$ cat config.mk
export PLATFORM = sky130hd
export DESIGN_NAME = mtx_addrgen_flat
export DESIGN_NICKNAME = d
export VERILOG_FILES = /design/src/rtl/mtx_addrgen_if.sv /design/src/rtl/mtx_addrgen.sv /design/src/flat_wrapper.sv
export SDC_FILE = /design/constraint.sdc
export NUM_CORES = 1
export LEC_CHECK = 0
export BUFFER_PORTS_ARGS = -buffer_cell sky130_fd_sc_hd__buf_2
export CAP_MARGIN = 25
export CORE_MARGIN = 3
export CORE_UTILIZATION = 55
export CTS_BUF_LIST = sky130_fd_sc_hd__clkbuf_16
export CTS_CLUSTER_DIAMETER = 80
export CTS_CLUSTER_SIZE = 10
export DETAILED_ROUTE_END_ITERATION = 10
export PLACE_DENSITY = 0.83
export SKIP_LAST_GASP = 1
export SYNTH_ARGS = -nofsm -noshare
export SYNTH_HDL_FRONTEND = slang
export SYNTH_SLANG_ARGS = --single-unit
$ cat constraint.sdc
create_clock -name clk -period 4.3 [get_ports clk]
set_clock_uncertainty 0.2 [all_clocks]
set_input_delay 0.645 -clock clk [delete_from_list [all_inputs] [get_ports clk]]
set_output_delay 0.645 -clock clk [all_outputs]
set_load 0.02 [all_outputs]
$ cat src/rtl/mtx_addrgen_if.sv
`default_nettype none
// ============================================================================
// Module      : mtx_addrgen_if
// Description : Bus bundle between the GPU/sequencer side and the matrix
//               element address generator.
// Revision    : 1.0  initial release
// ============================================================================
interface mtx_addrgen_if #(
    parameter int AW = 10
);
    logic [31:0]   gpu_din;
    logic          mtxawr;
    logic          mtxcwr;
    logic          mmult;
    logic          mtx_mreq;
    logic          datack;
    logic [AW-1:0] mtxaddr;
    logic          mtx_rd;
    logic          mtx_dvalid;
    logic          mtx_busy;
    logic          mtx_done;
    logic [4:0]    remain;

    // Driver side: GPU register writes, sequencer requests, memory acks
    modport master (
        output gpu_din, mtxawr, mtxcwr, mmult, mtx_mreq, datack,
        input  mtxaddr, mtx_rd, mtx_dvalid, mtx_busy, mtx_done, remain
    );

    // Address generator side
    modport slave (
        input  gpu_din, mtxawr, mtxcwr, mmult, mtx_mreq, datack,
        output mtxaddr, mtx_rd, mtx_dvalid, mtx_busy, mtx_done, remain
    );
endinterface
`default_nettype wire

$ cat src/rtl/mtx_addrgen.sv
`default_nettype none
// ============================================================================
// Module      : mtx_addrgen
// Description : Matrix element address generator. Walks a row (stride 1) or
//               column (stride N) of a matrix in local RAM, one element per
//               request, issuing a read strobe and waiting for the memory ack.
// Revision    : 1.0  initial release
// ============================================================================
module mtx_addrgen #(
    parameter int AW = 10
) (
    input  wire logic     clk,
    input  wire logic     reset,
    mtx_addrgen_if.slave  bus
);

    localparam logic [1:0] S_IDLE  = 2'd0;
    localparam logic [1:0] S_ISSUE = 2'd1;
    localparam logic [1:0] S_WAIT  = 2'd2;

    logic [1:0]    r_state;
    logic [AW-1:0] r_base;
    logic [AW-1:0] r_ptr;
    logic [3:0]    r_mwidth;
    logic          r_maddw;
    logic [4:0]    r_remain;
    logic          r_rd;
    logic          r_done;

    logic [4:0]    w_len;
    logic [AW-1:0] w_step;
    logic [AW-1:0] w_gpu_addr;
    logic [4:0]    w_remain_dec;
    logic          w_ack;
    logic          w_unused;

    // A programmed width of 0 means a full 16-element vector
    assign w_len        = (r_mwidth == 4'd0) ? 5'd16 : {1'b0, r_mwidth};
    // Column mode jumps a whole row per element; row mode walks adjacent words
    assign w_step       = r_maddw ? {{(AW-5){1'b0}}, w_len} : {{(AW-1){1'b0}}, 1'b1};
    assign w_gpu_addr   = bus.gpu_din[AW+1:2];
    assign w_remain_dec = (r_remain != 5'd0) ? (r_remain - 5'd1) : 5'd0;
    // Memory ack only counts while an element read is outstanding
    assign w_ack        = (r_state == S_WAIT) && bus.datack;
    assign w_unused     = ^{bus.gpu_din[31:AW+2], bus.gpu_din[1:0]};

    // Configuration registers, fetch sequencer and registered strobes
    always_ff @(posedge clk or posedge reset) begin
        if (reset) begin
            r_state  <= S_IDLE;
            r_base   <= '0;
            r_ptr    <= '0;
            r_mwidth <= 4'd0;
            r_maddw  <= 1'b0;
            r_remain <= 5'd0;
            r_rd     <= 1'b0;
            r_done   <= 1'b0;
        end else begin
            r_rd   <= 1'b0;
            r_done <= 1'b0;

            if (bus.mtxcwr) begin
                r_mwidth <= bus.gpu_din[3:0];
                r_maddw  <= bus.gpu_din[4];
            end
            if (bus.mtxawr) begin
                r_base <= w_gpu_addr;
            end

            case (r_state)
                S_IDLE: begin
                    if (bus.mmult) begin
                        r_remain <= w_len;
                        r_ptr    <= r_base;
                    end else if (bus.mtx_mreq && (r_remain != 5'd0)) begin
                        r_state <= S_ISSUE;
                        r_rd    <= 1'b1;
                    end
                end
                S_ISSUE: begin
                    r_state <= S_WAIT;
                end
                S_WAIT: begin
                    if (bus.datack) begin
                        r_ptr    <= r_ptr + w_step;
                        r_remain <= w_remain_dec;
                        r_done   <= (r_remain == 5'd1);
                        if ((w_remain_dec != 5'd0) && bus.mtx_mreq) begin
                            r_state <= S_ISSUE;
                            r_rd    <= 1'b1;
                        end else begin
                            r_state <= S_IDLE;
                        end
                    end
                end
                default: begin
                    r_state <= S_IDLE;
                end
            endcase

            // A direct address write overrides any advance in the same cycle
            if (bus.mtxawr) begin
                r_ptr <= w_gpu_addr;
            end
        end
    end

    assign bus.mtxaddr    = r_ptr;
    assign bus.mtx_rd     = r_rd;
    assign bus.mtx_dvalid = w_ack;
    assign bus.mtx_done   = r_done;
    assign bus.remain     = r_remain;
    assign bus.mtx_busy   = (r_state != S_IDLE) || (r_remain != 5'd0);

endmodule
`default_nettype wire

$ cat src/flat_wrapper.sv
// flat-port wrapper written by rule: the top's interface ports become plain ports
module mtx_addrgen_flat 
#(
    parameter int AW = 10
)
  (clk, reset, bus_gpu_din, bus_mtxawr, bus_mtxcwr, bus_mmult, bus_mtx_mreq, bus_datack, bus_mtxaddr, bus_mtx_rd, bus_mtx_dvalid, bus_mtx_busy, bus_mtx_done, bus_remain);
  mtx_addrgen_if #(.AW(AW)) bus_i ();
  input  wire logic clk;
  input  wire logic reset;
  input wire logic [$bits(bus_i.gpu_din)-1:0] bus_gpu_din;
  input wire logic [$bits(bus_i.mtxawr)-1:0] bus_mtxawr;
  input wire logic [$bits(bus_i.mtxcwr)-1:0] bus_mtxcwr;
  input wire logic [$bits(bus_i.mmult)-1:0] bus_mmult;
  input wire logic [$bits(bus_i.mtx_mreq)-1:0] bus_mtx_mreq;
  input wire logic [$bits(bus_i.datack)-1:0] bus_datack;
  output wire logic [$bits(bus_i.mtxaddr)-1:0] bus_mtxaddr;
  output wire logic [$bits(bus_i.mtx_rd)-1:0] bus_mtx_rd;
  output wire logic [$bits(bus_i.mtx_dvalid)-1:0] bus_mtx_dvalid;
  output wire logic [$bits(bus_i.mtx_busy)-1:0] bus_mtx_busy;
  output wire logic [$bits(bus_i.mtx_done)-1:0] bus_mtx_done;
  output wire logic [$bits(bus_i.remain)-1:0] bus_remain;
  assign bus_i.gpu_din = bus_gpu_din;
  assign bus_i.mtxawr = bus_mtxawr;
  assign bus_i.mtxcwr = bus_mtxcwr;
  assign bus_i.mmult = bus_mmult;
  assign bus_i.mtx_mreq = bus_mtx_mreq;
  assign bus_i.datack = bus_datack;
  assign bus_mtxaddr = bus_i.mtxaddr;
  assign bus_mtx_rd = bus_i.mtx_rd;
  assign bus_mtx_dvalid = bus_i.mtx_dvalid;
  assign bus_mtx_busy = bus_i.mtx_busy;
  assign bus_mtx_done = bus_i.mtx_done;
  assign bus_remain = bus_i.remain;
  mtx_addrgen #(.AW(AW)) u_core (.clk(clk), .reset(reset), .bus(bus_i));
endmodule
* Word-level counts from Yosys, hierarchy flattened
Index checks and enable logic that the tools add are counted.
** Word-level totals
- Register bits :: 34
- Output and inout bits :: 19
** Cells by class
- Add/subtract/negate cells :: 2
- Muxes and demuxes :: 22
- Reduce and logical (&&, ||, !) cells :: 14
- Equal/unequal tests :: 9
** Operators with widths (number)
- 10-bit two-way mux :: 3
- 5-bit two-way mux :: 5
- 10-bit case mux with 2 select lines :: 1
- 10-bit adder :: 1
- 5-bit case mux with 2 select lines :: 1
- 5-bit nonzero test :: 2
- 3-bit AND reduction :: 3
- 1-bit two-way mux :: 7
- 2-bit two-way mux :: 3
- 2-bit != test (second input constant) :: 3
- 3-bit != test (second input constant) :: 2
- 2-bit case mux with 3 select lines :: 1
- 5-bit by 1-bit == test with 1-bit output (second input constant) :: 1
- 5-bit by 1-bit subtractor with 5-bit output (second input constant) :: 1
- 4-bit zero test :: 1
- 2-bit nonzero test :: 2
- 1-bit logical AND :: 3
- 3-bit nonzero test :: 1
- 2-bit by 1-bit == test with 1-bit output (second input constant) :: 1
- 2-bit == test (second input constant) :: 1
- 2-bit zero test :: 1
- 2-bit by 1-bit != test with 1-bit output (second input constant) :: 1
- 1-bit case mux with 2 select lines :: 1
- 1-bit logical OR :: 1

* Depth between registers and ports, before layout
Gate-level depths: netlist of the first run.
- Depth in word-level cells :: 7
- Mapped depth :: 8

* Worst setup path after synthesis of the first run
OpenSTA, ideal clock, no wires.
- Path kind :: flip-flop to flip-flop
- Start :: register u_core.r_mwidth[0]
- End :: register u_core.r_ptr[8], in the netlist u_core.bus.mtxaddr[8]
- Period minus slack after synthesis :: 2.308 ns
- Data arrival time :: 2.029 ns
- Path buffers :: 0
- Setup time :: 0.079 ns
- Setup slack :: 1.992 ns
- Stages on the path, launching flop included :: 9
- Cell sequence :: dfrtp_1 nand2b_1 ha_1 fa_1 a211oi_1 o21bai_1 a21o_1 a31oi_1 a2bb2oi_1
** On the way
- Longest elaborated chain between the ends :: 7
** RTL lines
- start: declaration :: RTL line mtx_addrgen.sv:24 : logic [3:0] r_mwidth;
- start signal: assignment :: RTL line mtx_addrgen.sv:63 : r_mwidth <= bus.gpu_din[3:0];
- 4-bit zero test :: RTL line mtx_addrgen.sv:38 : assign w_len = (r_mwidth == 4'd0) ? 5'd16 : {1'b0, r_mwidth};
- 5-bit two-way mux * :: RTL line mtx_addrgen.sv:38
- 5-bit two-way mux * :: RTL line mtx_addrgen.sv:40 : assign w_step = r_maddw ? {{(AW-5){1'b0}}, w_len} : {{(AW-1){1'b0}}, 1'b1};
- 10-bit adder * :: RTL line mtx_addrgen.sv:85 : r_ptr <= r_ptr + w_step;
- 10-bit two-way mux * :: RTL line mtx_addrgen.sv:84 : if (bus.datack) begin
- 10-bit case mux with 2 select lines * :: RTL line mtx_addrgen.sv:70 : case (r_state)
- 10-bit two-way mux * :: RTL line mtx_addrgen.sv:102 : if (bus.mtxawr) begin
- end signal: assignment :: RTL line mtx_addrgen.sv:74 : r_ptr <= r_base;
- end signal: assignment :: RTL line mtx_addrgen.sv:85
- end signal: assignment :: RTL line mtx_addrgen.sv:103 : r_ptr <= w_gpu_addr;
- end: declaration :: RTL line mtx_addrgen.sv:23 : logic [AW-1:0] r_ptr;
Mark *: on every way between the ends. The rest lies on a longest branch, timed or not. The select of a mux whose other input is x is not followed.
A chain may end at the register's enable or synchronous reset.

* Worst setup path in the final report of the first run
Same ends and word-level chain as after synthesis.

==> results of run 1 <==
## per-layer routing
layer | GRT usage | up-vias | wire length [um]
li1 | - | 806 | -
met1 | 0.2945 | 760 | 1997
met2 | 0.3464 | 38 | 1963
met3 | 0.05641 | 4 | 165
met4 | 0.04922 | 0 | 32
met5 | 0 | - | 0
## synth_stat cells (3+ instances only)
cell type | number | share of area
dfrtp_1 | 34 | 0.44
o21ai_0 | 23 | 0.059
inv_1 | 17 | 0.033
nand2_1 | 17 | 0.033
a21oi_1 | 14 | 0.036
ha_1 | 8 | 0.051
nor2_1 | 8 | 0.015
mux2_2 | 7 | 0.040
nor3_1 | 7 | 0.018
a211oi_1 | 5 | 0.019
a21o_1 | 5 | 0.019
and2_1 | 5 | 0.016
xor2_1 | 5 | 0.022
clkbuf_1 | 4 | 0.0077
o221ai_1 | 4 | 0.018
nand2b_1 | 3 | 0.0096
## worst register-to-register path, cell delays in order (launching register included)
cell and delay (ns):
dfrtp_1 0.43, nand2b_1 0.17, ha_1 0.22, fa_1 0.43, a211oi_1 0.35, o21bai_1 0.17, a21o_1 0.17, a31oi_1 0.16
a2bb2oi_1 0.19
## cell families (layout without fill, tap and decap cells)
group / after synthesis / after routing
mux: 9 / 9
compound gates: 68 / 68
buf+inv: 26 / 64
xor+xnor: 6 / 6
fa+ha+maj: 9 / 9
flops: 34 / 34
simple gates: 53 / 53
## final timing paths
| check | from | endpoint | cells after the start |
|---|---|---|---|
| max | u_core.r_mwidth[0] | u_core.bus.mtxaddr[8] | 8 |
| max reg2reg | u_core.r_mwidth[0] | u_core.bus.mtxaddr[8] | 8 |
| max in group asynchronous | reset | u_core.bus.mtxaddr[5] | 3 |
| min | reset | u_core.bus.mtxaddr[6] | 3 |
| min reg2reg | u_core.r_base[8] | u_core.r_base[8] | 1 |
| min in group clk | u_core.r_base[8] | u_core.r_base[8] | 1 |
## report_power, final
part	internal [W]	switching [W]	total (W)
clock network	0.000330	0.000131	0.000460
registers	0.000391	0.0000840	0.000475
logic	0.000228	0.000354	0.000581
total	0.000949	0.000569	0.00152
## state kept, by name, indices dropped and copies added, names as in the netlist
register,flops
u_core.bus.mtxaddr,10
u_core.r_base,10
u_core.bus.remain,5
u_core.r_mwidth,4
u_core.r_state,2
u_core.bus.mtx_done,1
u_core.bus.mtx_rd,1
u_core.r_maddw,1
## metrics by stage
| stage | instances | setup slack [ns] | hold slack [ns] | util |
|---|---|---|---|---|
| final | 289 | 1.728 | 0.2577 | 0.6918 |
| after floorplan | 205 | 1.992 | 0.2753 | - |
| after global routing | 289 | 1.563 | 0.2915 | 0.6918 |
| after CTS | 289 | 1.709 | 0.2710 | 0.6918 |
| after global placement | 281 | 1.805 | 0.2853 | 0.6360 |
| after detailed placement | 281 | 1.779 | 0.2956 | 0.6360 |
## cell type report
type / instances / area, um^2 / share of cell area
Multi-Input combinational cell: 145 / 983.4 / 0.4194
Timing Repair Buffer: 39 / 200.2 / 0.08538
Clock buffer: 5 / 125.1 / 0.05336
Clock inverter: 3 / 63.81 / 0.02721
Tap cell: 46 / 57.56 / 0.02455
Inverter: 17 / 63.81 / 0.02721
Sequential cell: 34 / 850.8 / 0.3629
==> metrics.txt, run 1 <==
hpwl dp=2.834 mm; drt pass-1 iters=4; worst-path cell chain=nand2b_1, ha_1, fa_1, a211oi_1, o21bai_1, a21o_1, a31oi_1, a2bb2oi_1; Synth Area in Adders=0.06150; # diodes=0; status=finished, final reports clean; post-placement cell area=0.002156 mm^2; CTS Buf Count=5; Crit path arrival time=2.57 ns; Core ar.=0.003390 mm^2; Syn Std Cell Area=0.001953 mm^2; CP Buf/Inv Count=0; gpl congestion=0.8338; Final Cycle Share=0.5982; count of cell types in the netlist=42; die area=0.004302 mm^2; Syn Inst Count=205; yosys warns=0; IO Pins=58; CTS tree=yes; post-route cell area=0.002345 mm^2; most common cell after layout, fill and taps aside=buf_2; post-route setup TNS=0 ns; initial core utilization=0.5762; Final min period=2.572 ns; total power draw=0.001517 W; Synth Area in Compound Gates=0.2249; register bit total from synthesis=34; Horiz. Die Dim=65.59 um; Worst Hold Class=in -> async; H-tree levels=2; largest net degree at the start of global routing=35; Crit path max-delay family=compound AO/OA/AOI/OAI gates; GRT Overall Usage=0.2165; xor/xnor share of the synthesized area=0.02691; CTS Root Cell=clkbuf_16; final setup vio count=0; Starting DRT DRC Count=94; clk slew on worst S/H paths=0.05 ns; share of cells above drive strength 1=0.2346; sequential share of the synthesized area=0.4356; pwr dens=647.0 mW/mm^2; syn nets=253; filler instances=276; worst vdd ir=0.4580 mV; CP required=4.29 ns; max-cap violations=0; Slew @ Worst Pin=0.8531 ns; hold_buf cts=0; initial antenna violation count=0; crit path max fanout=4; drt total wl=4.159 mm; Syn-to-layout area delta=20.05%; number of remaining DRC errors=0; most common flop cell mapped by yosys=dfrtp_1; EDFF count, synth=0; most frequent cells in the layout=37 x buf_2, 34 x dfrtp_1, 23 x o21ai_0, 17 x inv_1, 17 x nand2_1; Max Freq=388.7 MHz; die height=65.59 um; kind of critical path=reg -> reg; crit path max-delay cell type=dfrtp_1; Final Slew Violations=0; Async SR Flop Fraction=1.000; LEAKAGE=1.107 nW; vias per cell=5.564; clock sinks=34; worst rel slew slack=0.4313; WL/cell=14.39 um; final hold vios=0; post-cts resize count=0; detailed-route via count=1,608; post-synthesis mux area share=0.05061; Synth Area per Inst=9.527 um^2; DRT antenna net count=0; postcts setup bufs=0; Bufs on Longest Clock Path=2; R2R setup slack=1.73 ns; FP Rows=21; Clock Latency Late Sink=0.28 ns; Final Net Count=290; Post-Synth Simple-Gate Area=0.1397; port bufs=37; first-pass GRT wire length=7.169 mm; Crit. End Element=flip-flop; via count of the first global-routing pass=1,546; largest family of logic cells by synthesized area=compound AO/OA/AOI/OAI gates; global route overflow=0; RSZ-0062 raised after global routing=no; Worst Setup Start Kind=flip-flop; worst stage delay on the critical path=0.43 ns
No activity file was read; power rests on OpenSTA's default activity.
==> run 2, diff against run 1 <==
--- a/config.mk
+++ b/config.mk
@@ -8,12 +8,12 @@
 export BUFFER_PORTS_ARGS = -buffer_cell sky130_fd_sc_hd__buf_2
 export CAP_MARGIN = 25
 export CORE_MARGIN = 3
-export CORE_UTILIZATION = 55
+export CORE_UTILIZATION = 51
 export CTS_BUF_LIST = sky130_fd_sc_hd__clkbuf_16
 export CTS_CLUSTER_DIAMETER = 80
 export CTS_CLUSTER_SIZE = 10
 export DETAILED_ROUTE_END_ITERATION = 10
-export PLACE_DENSITY = 0.83
+export PLACE_DENSITY = 0.78
 export SKIP_LAST_GASP = 1
 export SYNTH_ARGS = -nofsm -noshare
 export SYNTH_HDL_FRONTEND = slang
==> constraint.sdc (replaced) <==
create_clock -name clk -period 2.4 [get_ports clk]
set_clock_uncertainty 0.2 [all_clocks]
set_input_delay 0.36 -clock clk [delete_from_list [all_inputs] [get_ports clk]]
set_output_delay 0.36 -clock clk [all_outputs]
set_load 0.02 [all_outputs]
==> run 2 against run 1 <==
Sequential cell count is the same. Routed wire length down 1.1%. First-iteration DRC count up 5.3%. Count of clock-buffer cells in the layout unchanged. Register-to-register slack lost 1.6 ns. Power increased by 69%. Die area grew 7.1%. Sequential power grew 77%. Cell count increased by 3.1%. Via count grew 1.9%. Clock power rose by 29%. Final area increased by 2.6%. Critical path type unchanged. Critical endpoint is now u_core.bus.mtxaddr[9]. Largest cell class unchanged. Largest power group unchanged.
==> metrics.txt, run 2 (synthesis gave the netlist of run 1 again) <==
R2R setup slack=0.11 ns; FP Rows=21; RR Startpoint=u_core.r_maddw; CTS tree=yes; die height=67.89 um; die area=0.004608 mm^2; Crit path arrival time=2.22 ns; via count of the first global-routing pass=1,486; r2r endpoint=u_core.bus.mtxaddr[9]; crit path max-delay cell type=dfrtp_1; Bufs on Longest Clock Path=2; final setup vio count=0; Worst Setup Start Kind=flip-flop; clock sinks=34; Crit. End Element=flip-flop; detailed-route via count=1,638; share of cells above drive strength 1=0.2778; Worst Hold Class=in -> reg; Syn-to-layout area delta=23.19%; first-pass GRT wire length=6.934 mm; sw frac=0.4010; CTS Root Cell=clkbuf_16; LEAKAGE=1.142 nW; WHS Endpoint=u_core.r_state[0]; kind of critical path=reg -> reg; most common cell after layout, fill and taps aside=buf_2; combinational share of power=0.441; max-cap violations=0; Core ar.=0.003521 mm^2; hpwl dp=3.005 mm; clk slew on worst S/H paths=0.05 ns; Final min period=2.286 ns; gpl congestion=0.7834; sw power=0.001030 W; drt pass-1 iters=5; pwr dens=1068 mW/mm^2; Seq pwr share=0.328; Most common cell on crit path=o21ai_0; Hold Startpoint=bus_mtx_mreq; Max Freq=437.5 MHz; Final Cycle Share=0.9523; WHS Path Cells=2; H-tree levels=2; clock share of power=0.231; Reg2Reg Depth=8; drt total wl=4.113 mm; Final Slew Violations=0; vias per cell=5.497; post-placement cell area=0.002216 mm^2; Clock Latency Late Sink=0.28 ns; global route overflow=0; status=finished, final reports clean; Internal=0.001539 W; crit path max fanout=5; worst stage delay on the critical path=0.40 ns; GRT Overall Usage=0.2031; worst-path cell chain=buf_4, and2_1, ha_1, o21ai_0, o21ai_0, o2111ai_1, xor2_1, o221ai_1; Horiz. Die Dim=67.89 um; CTS Buf Count=5; worst rel slew slack=0.6151; IO Pins=58; post-route cell area=0.002406 mm^2; initial core utilization=0.5547; most frequent cells in the layout=37 x buf_2, 34 x dfrtp_1, 22 x o21ai_0, 18 x inv_1, 17 x nand2_1; Slew @ Worst Pin=0.5774 ns; total power draw=0.002569 W; number of remaining DRC errors=0; Post-Place Cells=289; initial antenna violation count=0; non-filler instance count after layout=298; Final Net Count=299; largest net degree at the start of global routing=35; final hold vios=0; Starting DRT DRC Count=99; # diodes=0; worst vdd ir=0.5677 mV; CP required=2.33 ns; port bufs=37; DRT antenna net count=0; WL/cell=13.80 um
==> run 2: critical path, delay by kind of cell, from the launching register on <==
family	cells	cell delay [ns]
AO/OA/AOI/OAI	4	0.69
XOR/XNOR	1	0.15
adder cells (fa/ha/maj)	1	0.40
buffers and inverters	1	0.15
flip-flops	1	0.40
AND/OR/NAND/NOR	1	0.15
==> run 2: power by group through the flow <==
stage,Sequential (W),Combinational (W),Clock (W)
3_5_place_dp,0.000848,0.00109,0
4_1_cts,0.000839,0.00111,0.000602
3_3_place_gp,0.000845,0.00107,0
6_report,0.000843,0.00113,0.000594
2_1_floorplan,0.000934,0.000715,0
5_1_grt,0.000864,0.00126,0.000633
==> run 2: layer usage <==
layer | GRT usage | vias to the layer above | wire length (um)
li1 | - | 828 | -
met1 | 0.2822 | 771 | 1884
met2 | 0.3062 | 35 | 1960
met3 | 0.05583 | 4 | 224
met4 | 0.06948 | 0 | 42
met5 | 0 | - | 0
==> run 2: worst max path at each step <==
stage	depth (start not counted)	slack [ns]	to	startpoint
detailed placement	8	-0.04	u_core.bus.mtxaddr[8]	u_core.r_mwidth[0]
CTS	8	0.01	u_core.bus.mtxaddr[8]	u_core.r_mwidth[0]
floorplan	8	0.09	u_core.bus.mtxaddr[8]	u_core.r_mwidth[0]
finish	8	0.11	u_core.bus.mtxaddr[9]	u_core.r_maddw
global route	8	-0.007	u_core.bus.mtxaddr[7]	u_core.r_maddw
global placement	8	-0.03	u_core.bus.mtxaddr[8]	u_core.r_mwidth[0]
==> run 2: area by class of cell <==
class	instances	area, um^2
well taps	46	57.56
clock inverters	3	12.51
repair buffers	48	270.3
inverters	17	63.81
fillers	285	1115
multi-input cells	145	1026
clock buffers	5	125.1
flip-flops and latches	34	850.8
==> run 2: metrics by stage <==
stage	setup slack (ns)	setup TNS [ns]	util	hold WS (ns)
6_report	0.1144	0	0.6834	0.1069
4_1_cts	0.01392	0	0.6738	0.1096
2_1_floorplan	0.09202	0	-	0.2717
3_5_place_dp	-0.04377	-0.04377	0.6294	0.2730
3_3_place_gp	-0.02667	-0.02667	0.6294	0.2718
5_1_grt	-0.007068	-0.007068	0.6834	0.1113
==> run 2: repair_timing <==
action / CTS / global route
buffers inserted: 0 / 0
pin swaps: 0 / 1
hold endpoints to repair: 34 / 0
gates resized for setup: 2 / 7
hold buffers: 1 / 0
setup endpoints to repair: 2 / 6
==> run 3, diff against run 2 <==
--- a/config.mk
+++ b/config.mk
@@ -6,10 +6,8 @@
 export NUM_CORES = 1
 export LEC_CHECK = 0
 export BUFFER_PORTS_ARGS = -buffer_cell sky130_fd_sc_hd__buf_2
-export CAP_MARGIN = 25
 export CORE_MARGIN = 3
 export CORE_UTILIZATION = 51
-export CTS_BUF_LIST = sky130_fd_sc_hd__clkbuf_16
 export CTS_CLUSTER_DIAMETER = 80
 export CTS_CLUSTER_SIZE = 10
 export DETAILED_ROUTE_END_ITERATION = 10
@@ -18,3 +16,4 @@
 export SYNTH_ARGS = -nofsm -noshare
 export SYNTH_HDL_FRONTEND = slang
 export SYNTH_SLANG_ARGS = --single-unit
+export TNS_END_PERCENT = 1
==> run 3 against run 2 <==
Worst setup slack improved by 0.0034 ns. Global-route usage shrank 0.66 points. Register-to-register slack about the same. Cell count is the same. Count of clock-buffer cells in the layout rose by 2. Combinational power is essentially flat. Utilization is 1.5 points lower. Routed wire length is 1.3% lower. Critical path depth is the same. Sequential power barely moved. Largest power group unchanged. Hold slack lost 0.0060 ns. Highest routed layer unchanged.
==> metrics.txt, run 3 (synthesis gave the netlist of run 1 again) <==
LEAKAGE=1.117 nW; Max Freq=438.2 MHz; final hold vios=0; Worst Setup Start Kind=flip-flop; # diodes=0; H-tree levels=2; most common cell after layout, fill and taps aside=buf_2; initial core utilization=0.5547; worst rel slew slack=0.6184; port bufs=37; Reg2Reg Depth=8; worst vdd ir=0.4529 mV; Final Net Count=299; die area=0.004608 mm^2; GRT Overall Usage=0.1964; first-pass GRT wire length=6.810 mm; CTS Buf Count=5; global route overflow=0; Final Slew Violations=0; WHS Endpoint=u_core.r_state[0]; postcts setup bufs=0; WL/cell=13.62 um; via count of the first global-routing pass=1,464; drt pass-1 iters=4; drt total wl=4.059 mm; final core utilization=0.6688; kind of critical path=reg -> reg; IO Pins=58; most frequent cells in the layout=37 x buf_2, 34 x dfrtp_1, 22 x o21ai_0, 17 x inv_1, 17 x nand2_1; DRT antenna net count=0; share of cells above drive strength 1=0.2778; crit path from=u_core.r_mwidth[0]; number of remaining DRC errors=0; RR Startpoint=u_core.r_mwidth[0]; Crit path arrival time=2.29 ns; r2r endpoint=u_core.bus.mtxaddr[8]; vias per cell=5.399; WHS Path Cells=2; RSZ-0062 raised after global routing=yes; clock sinks=34; Bufs on Longest Clock Path=2; Clock Latency Late Sink=0.28 ns; post-route setup TNS=0 ns; Worst Hold Class=in -> reg; crit path max fanout=3; FP Rows=21; Final Cycle Share=0.9509; gpl congestion=0.7834; Starting DRT DRC Count=85; CTS Root Cell=clkbuf_8; status=finished, final reports clean; die height=67.89 um; max-cap violations=0; initial antenna violation count=0; R2R setup slack=0.12 ns; Hold Startpoint=bus_mtx_mreq; detailed-route via count=1,609; Slew @ Worst Pin=0.5725 ns; Syn-to-layout area delta=20.56%; largest net degree at the start of global routing=35; final setup vio count=0; CTS tree=yes; pwr dens=1016 mW/mm^2; Core ar.=0.003521 mm^2; hpwl dp=3.005 mm; Horiz. Die Dim=67.89 um; CP required=2.41 ns; Crit. End Element=flip-flop; Final min period=2.282 ns; clk slew on worst S/H paths=0.07 ns
## run 3: worst max-delay path by stage
stage,cells past startpoint,slack (ns),end
3_3_place_gp,8,-0.03,u_core.bus.mtxaddr[8]
6_report,8,0.12,u_core.bus.mtxaddr[8]
4_1_cts,8,0.006,u_core.bus.mtxaddr[8]
2_1_floorplan,8,0.09,u_core.bus.mtxaddr[8]
5_1_grt,8,-0.02,u_core.bus.mtxaddr[7]
3_5_place_dp,8,-0.04,u_core.bus.mtxaddr[8]
## run 3: worst max-delay path, stage by stage, from the launching register on
cell and delay [ns]:
dfrtp_1 0.38, nand2b_1 0.16, ha_1 0.22, fa_2 0.38, a211oi_4 0.24, o21bai_2 0.13, a21o_1 0.17, a31oi_1 0.16
a2bb2oi_1 0.17
## run 3: metal layers
metal | wire (um) | GRT usage | vias to the layer above
li1 | - | - | 822
met1 | 1952 | 0.2822 | 749
met2 | 1869 | 0.2940 | 33
met3 | 198 | 0.04762 | 5
met4 | 38 | 0.05955 | 0
met5 | 0 | 0 | -
## run 3: final cells by class
cell class,count,area (um^2)
clock buffer,7,86.33
sequential,34,850.8
fill,297,1166
timing repair buffer,48,270.3
multi-input combinational,145,1021
inverter,17,63.81
clock inverter,1,5.005
tap,46,57.56
## run 3: per-stage QoR
| step | cell area [um^2] | worst slack, ns | hold slack [ns] | total power (W) | instances |
|---|---|---|---|---|---|
| 2_1_floorplan | 1953 | 0.09202 | 0.2717 | 0.001649 | 205 |
| 5_1_grt | 2355 | -0.01983 | 0.09841 | 0.002578 | 298 |
| 3_5_place_dp | 2216 | -0.04377 | 0.2730 | 0.001934 | 289 |
| 3_3_place_gp | 2216 | -0.02667 | 0.2718 | 0.001911 | 289 |
| 4_1_cts | 2326 | 0.006376 | 0.09609 | 0.002382 | 298 |
| 6_report | 2355 | 0.1178 | 0.1008 | 0.002392 | 298 |
## run 3: power breakdown
group	internal, W	total (W)	leakage [nW]	switching [W]
logic	0.000461	0.00112	0.655	0.000661
registers	0.000700	0.000843	0.414	0.000143
clock network	0.000231	0.000427	0.0482	0.000196
total	0.00139	0.00239	1.12	0.00100
## run 3: repair_timing
action / 4_1_cts / 5_1_grt
resized for setup: 2 / 6
hold endpoints to repair: 34 / 0
endpoints found under the setup margin: 2 / 6
pin swaps: 0 / 1
hold buffers: 1 / 0
gates cloned: 0 / 0
